==> config.mk <==
export PLATFORM = sky130hd
export DESIGN_NAME = pc_fetch_unit
export DESIGN_NICKNAME = d
export VERILOG_FILES = /design/src/rtl/pc_fetch_unit.sv
export SDC_FILE = /design/constraint.sdc
export NUM_CORES = 1
export LEC_CHECK = 0
export ABC_CLOCK_PERIOD_IN_PS = 2400
export BUFFER_PORTS_ARGS = -buffer_cell sky130_fd_sc_hd__buf_2
export CORE_UTILIZATION = 48
export DETAILED_ROUTE_END_ITERATION = 6
export PLACE_DENSITY_LB_ADDON = 0.05
export SYNTH_ARGS = -nofsm -noshare
export SYNTH_HDL_FRONTEND = slang
export SYNTH_SLANG_ARGS = --single-unit
==> constraint.sdc <==
create_clock -name clk -period 2.4 [get_ports clk]
set_input_delay 0 -clock clk [delete_from_list [all_inputs] [get_ports clk]]
set_output_delay 0 -clock clk [all_outputs]
set_load 0.02 [all_outputs]
==> src/rtl/pc_fetch_unit.sv <==
`default_nettype none
// ============================================================================
// Module      : pc_fetch_unit
// Description : Program counter and instruction register stage. It drives the
//               instruction-memory address, latches and decodes the fetched
//               word, and selects the next PC from the PS/BC commands.
// Revision    : 1.0 - initial release
// ============================================================================
module pc_fetch_unit #(
    parameter int PC_WIDTH    = 8,
    parameter int INSTR_WIDTH = 16,
    parameter int CNT_WIDTH   = 16
) (
    input  logic                   clk,
    input  logic                   reset,
    input  logic [1:0]             PS,
    input  logic                   BC,
    input  logic                   IL,
    input  logic                   EOE,
    input  logic                   zero_flag,
    input  logic [PC_WIDTH-1:0]    jump_target,
    input  logic [INSTR_WIDTH-1:0] imem_rdata,
    output logic [PC_WIDTH-1:0]    imem_addr,
    output logic [PC_WIDTH-1:0]    pc,
    output logic [PC_WIDTH-1:0]    pc_next_seq,
    output logic [3:0]             opcode,
    output logic [3:0]             Rd,
    output logic [3:0]             Rs,
    output logic [3:0]             Rt,
    output logic [7:0]             imm,
    output logic                   halted,
    output logic [CNT_WIDTH-1:0]   instr_count
);

    localparam logic [1:0] c_PS_HOLD = 2'd0;
    localparam logic [1:0] c_PS_INC  = 2'd1;
    localparam logic [1:0] c_PS_REL  = 2'd2;
    localparam logic [1:0] c_PS_ABS  = 2'd3;
    localparam logic [3:0] c_OP_BIZ  = 4'd11;
    localparam logic [3:0] c_OP_BNZ  = 4'd12;

    logic [PC_WIDTH-1:0]    r_pc;
    logic [INSTR_WIDTH-1:0] r_ir;
    logic                   r_halted;
    logic [CNT_WIDTH-1:0]   r_instr_count;

    logic [PC_WIDTH-1:0]    w_pc_inc;
    logic [PC_WIDTH-1:0]    w_imm_ext;
    logic [PC_WIDTH-1:0]    w_pc_rel;
    logic                   w_is_cond_branch;
    logic                   w_branch_taken;
    logic [PC_WIDTH-1:0]    w_pc_next;

    assign w_pc_inc  = r_pc + PC_WIDTH'(1);
    assign w_imm_ext = PC_WIDTH'($signed(r_ir[7:0]));
    // pc already points past the branch, so the offset is relative to pc itself
    assign w_pc_rel  = r_pc + w_imm_ext;

    assign w_is_cond_branch = (r_ir[15:12] == c_OP_BIZ) || (r_ir[15:12] == c_OP_BNZ);
    assign w_branch_taken   = !w_is_cond_branch || (zero_flag == ~BC);

    always_comb begin
        w_pc_next = r_pc;
        case (PS)
            c_PS_HOLD: w_pc_next = r_pc;
            c_PS_INC:  w_pc_next = w_pc_inc;
            c_PS_REL:  w_pc_next = w_branch_taken ? w_pc_rel : w_pc_inc;
            c_PS_ABS:  w_pc_next = jump_target;
            default:   w_pc_next = r_pc;
        endcase
    end

    always_ff @(posedge clk) begin
        if (reset) begin
            r_pc          <= '0;
            r_ir          <= '0;
            r_halted      <= 1'b0;
            r_instr_count <= '0;
        end else if (r_halted) begin
            r_pc          <= r_pc;
        end else if (EOE) begin
            r_halted      <= 1'b1;
        end else begin
            r_pc <= w_pc_next;
            if (IL) begin
                r_ir          <= imem_rdata;
                r_instr_count <= r_instr_count + CNT_WIDTH'(1);
            end
        end
    end

    assign imem_addr   = r_pc;
    assign pc          = r_pc;
    assign pc_next_seq = w_pc_inc;
    assign opcode      = r_ir[15:12];
    assign Rd          = r_ir[11:8];
    assign Rs          = r_ir[7:4];
    assign Rt          = r_ir[3:0];
    assign imm         = r_ir[7:0];
    assign halted      = r_halted;
    assign instr_count = r_instr_count;

endmodule
`default_nettype wire

======== Yosys cells after proc, flatten, opt, wreduce, memory -nomap -nowiden ========
Cells that the tools add are included.
storage, ports and cells
  flip-flop bits (word level) ............. 41
  input port bits ......................... 32
  output and inout bits ................... 65
  word-level logic and storage cells ...... 27
cells by class
  add/subtract/negate cells ............... 3
  equality and inequality tests ........... 6
  muxes and demuxes ....................... 4
  bitwise logic cells ..................... 4
  reduce and logical (&&, ||, !) cells .... 6
operators by type and width
  cell                     number
  $pmux W8 S3              1
  $add A16 B1 Y16 const B  1
  $add A8 B1 Y8 const B    1
  $add A8 B8 Y8            1
  $eq A4 B4 Y1 const B     2
  $mux W8                  1
  $reduce_and A3 Y1        2
  $eq A2 B2 Y1 const B     2
  $not A1 Y1               4
  $eq A2 B1 Y1 const B     1
  $logic_not A2 Y1         1
  $logic_or A1 B1 Y1       2
  $mux W1                  2
  $eq A1 B1 Y1             1
  $logic_not A1 Y1         1

======== Longest topological paths before layout ========
  depth in word-level cells ............... 6
  mapped depth ............................ 7
  gate-level depth less buffers ........... 7

======== Worst setup path after synthesis ========
Ideal clock, no wire load.
  path kind ............................... reg2reg
  start ................................... register r_pc[0] (netlist: imem_addr[0])
  end ..................................... register r_pc[6] (netlist: imem_addr[6])
  library setup time ...................... 70 ps
  arrival ................................. 1794 ps
  required time ........................... 2330 ps
  path slack .............................. 535 ps
  cell stages (with the launch flop) ...... 8
  path buffers ............................ 0
  period minus slack after synthesis ...... 1865 ps
  path through ............................ dfxtp_1 -> ha_1 -> fa_1 -> a211oi_1 -> o21bai_1 -> a21oi_1 -> xnor2_1 -> o2bb2ai_1
between the ends
  longest elaborated chain between the ends .. 3
  elaborated cells between the ends (all ways) .. 4
  those cells by class .................... add/sub: 2; mux: 2
ends and longest elaborated chain
  what                                                   RTL line  source
  from (decl)                                            42        logic [PC_WIDTH-1:0] r_pc;
  from (signal assigned)                                 80        r_pc <= r_pc;
  from (signal assigned)                                 84        r_pc <= w_pc_next;
  $add A8 B1 Y8 / $add A8 B8 Y8 (equally long branches)  54, 57
  $mux W8                                                67        c_PS_REL: w_pc_next = w_branch_taken ? w_pc_rel : w_pc_inc;
  $pmux W8 S3 *                                          64        case (PS)
Every way passes the cells marked *; elsewhere a longest branch is shown, timed or not.
A chain may end at the register's enable or synchronous reset.

======== Worst setup path in the final report ========
Same ends and word-level chain as after synthesis.

==> results.md <==
- CP endpoint: imem_addr[6]$_SDFFE_PP0P_
- Crit start category: flop
- Slew Limit Headroom: 62.19%
- DP HPWL: 4.242 mm
- CTS H-tree depth: 2
- Die Ht: 71.58 um
- Min-Delay Path Class: input port to flop
- Fraction of layout cells with a size suffix above 1: 29.17%
- Largest net degree at the start of global routing: 22
- Most used DFF post-synth: dfxtp_1
- R2r startpoint: imem_addr[0]$_SDFFE_PP0P_
- # rows: 24
- Via count: 2,326
- Mean Syn Cell Area: 8.124 um^2
- R2r endpoint: imem_addr[6]$_SDFFE_PP0P_
- CP Launch Point: imem_addr[0]$_SDFFE_PP0P_
- Port bufs: 96
- Gpl congestion: 0.8313
- Setup violators final: 0
- CP required: 2.63 ns
- Min Hold Slack: 0.01326 ns
- Sw frac: 27.71%
- Vias in the first global route: 2,101
- Ant. Diodes: 0
- Synth top area share: 35.33%
- Post-synth EDFFs: 0
- Final Hold Viols: 0
- FF+latch count, synth: 41
- Most frequent cells after synthesis: nand2_1 (42), dfxtp_1 (41), nor2_1 (29)
- Psw: 0.4458 mW
- Ports: 97
- Die area: 5123 um^2
- Clk pwr share: 36.2%
- Cell Area, Synth: 2323 um^2
- Area leader, netlist: dfxtp_1
- DRT Pass-1 Iters: 4
- Max Cap Viol: 0
- Combinational share of power: 18.3%
- CTS buffer count: 5
- Distinct cell type count after synthesis: 48
- Clk buf depth: 2
- Worst-skew pair later-pin latency: 0.29 ns
- Grt met1 use: 32.42%
- Worst Reg-to-Reg Cells: 7
- Status: completed
- Seq/Total Area, Yosys: 35.33%
- First-pass GRT wire length: 9.722 mm
- Worst-path clk slew: 0.08 ns
- Initial antenna violation count: 0
- Worst Path Max Fanout: 7
- Pleak: 1.444 nW
- Syn Nets: 328
- Area Overhead vs Synth: 29.78%
- Total gr overflow: 0
- Ys Warns: 0
- Final max-slew violation count: 0
- Crit Path Class: flop to flop
- Post-Route WL: 6.036 mm
- Die Wd: 71.58 um
- Fmax: 0.5173 GHz
- PwrDens: 533.5 nW/um^2
- Synth Instances: 286
- Worst EP arrival: 2.16 ns
- Sequential Power Share: 45.5%
- # DRC: 0
- CTS tree: done
- Met2 Track Usage GR: 39.58%
- Layout net count: 425
- Initial drt markers: 154
- Final Critical Period: 1.933 ns
- Initial core utilization: 51.58%
- Root Driver: clkbuf_8
- Routed wire per std cell: 13.84 um
- Most numerous cell in the Yosys netlist: nand2_1
- Sequential cell area: 820.8 um^2
- Worst slew pin tran: 0.5633 ns
- Crit end category: flop
- Worst R2R Setup Slack: 0.47 ns
- # fillers: 409
- Setup_tns: 0 ns
- Met3 Usage GRT: 5.204%
- CTS resizes: 0
- RSZ-0062 raised after global routing: no
- Core area: 4504 um^2
- GRT busiest layer: met2
- Worst Skew: 0.005566 ns
- Antenna Nets Post-Route: 0
- FFs w/ async S/R, synth: 0%
- Gr usage total: 24.10%
- Internal Power: 1.163 mW
- VDD IR max: 421.6 uV
- Multi-input gate area: 1316 um^2
- Via-to-Cell Ratio: 5.335
- Ranking of synthesized cells by area: dfxtp_1 (35%), nand2_1 (6.8%), a21oi_1 (5.4%), buf_4 (5.2%), xnor2_1 (4.9%)
- Fin crit share: 80.55%
- CTS sink cnt: 41
## cells in the final DEF (no fill, tap or decap), drive strengths merged, types with 4 or more instances in the layout
| cell type | instances |
|---|---|
| xnor2 | 13 |
| xor2 | 13 |
| dlygate4sd3 | 16 |
| clkbuf | 7 |
| nand3 | 16 |
| o21ai | 10 |
| ha | 9 |
| and3 | 5 |
| nand4 | 4 |
| and2 | 5 |
| a21oi | 25 |
| buf | 100 |
| nand2 | 42 |
| inv | 7 |
| dfxtp | 41 |
| nor2 | 29 |
## cells by family (layout without fill, tap and decap cells)
| family | after synthesis | in the layout | synth area share [%] |
|---|---|---|---|
| xor+xnor | 26 | 26 | 9.801 |
| compound gates | 61 | 61 | 16.91 |
| fa+ha+maj | 10 | 10 | 5.708 |
| buf+inv | 33 | 131 | 8.239 |
| simple gates | 114 | 114 | 23.59 |
| flops | 41 | 41 | 35.33 |
| mux | 1 | 1 | 0.4308 |
## sequential cells by signal, indices dropped and copies added, names as in the netlist
register	count
instr_count	16
halted	1
imem_addr	8
r_ir	16
## worst min-delay path by stage
stage	cells past startpoint	slack, ns	to	startpoint
after floorplan	2	0.14	r_ir[0]$_SDFFE_PP0P_	imem_rdata[0]
after global placement	3	0.24	r_ir[9]$_SDFFE_PP0P_	imem_rdata[9]
after detailed placement	3	0.24	r_ir[12]$_SDFFE_PP0P_	imem_rdata[12]
after CTS	3	0.004	imem_addr[5]$_SDFFE_PP0P_	jump_target[5]
after global routing	3	0.03	imem_addr[6]$_SDFFE_PP0P_	jump_target[6]
final	3	0.01	imem_addr[6]$_SDFFE_PP0P_	jump_target[6]
## per-stage QoR
stage,worst slack (ns),power (mW),utilization (%),instance area (um^2),instances
5_1_grt,0.3479,1.684,66.94,3015,436
3_5_place_dp,0.4872,1.020,60.81,2739,412
4_1_cts,0.4601,1.618,66.94,3015,436
2_1_floorplan,0.5352,0.9343,-,2323,286
3_3_place_gp,0.5341,1.016,60.81,2739,412
6_report,0.4668,1.609,66.94,3015,436
## cell type report
class	count	area share, %
tap	52	2.158
multi-input combinational	212	43.65
inverter	7	0.8714
clock inverter	1	0.9959
sequential	41	27.22
timing repair buffer	116	22.24
clock buffer	7	2.863
## metal layers
metal | vias up | part of all wire (%)
met3 | 4 | 6.0
li1 | 1179 | -
met1 | 1058 | 47
met2 | 85 | 46
met5 | - | 0
met4 | 0 | 0.71
## power by group through the flow
stage               clock (mW)  combinational, mW  sequential, mW
finish                   0.582              0.294           0.732
global route             0.628              0.320           0.736
CTS                      0.594              0.292           0.732
detailed placement           0              0.272           0.748
global placement             0              0.270           0.747
floorplan                    0              0.163           0.771
## what timing repair did
item | 4_1_cts | 5_1_grt
hold endpoints to repair | 16 | 0
buffers inserted | 0 | 0
hold buffers | 16 | 0
## worst max-delay path, cell delays in order (launching register included)
cell and delay [ns]:
dfxtp_1 0.38, ha_1 0.26, fa_1 0.43, a211oi_1 0.27
o21bai_1 0.10, a21oi_1 0.17, xnor2_1 0.14, o2bb2ai_1 0.12
Note: power is estimated with default switching activity, not from simulation.
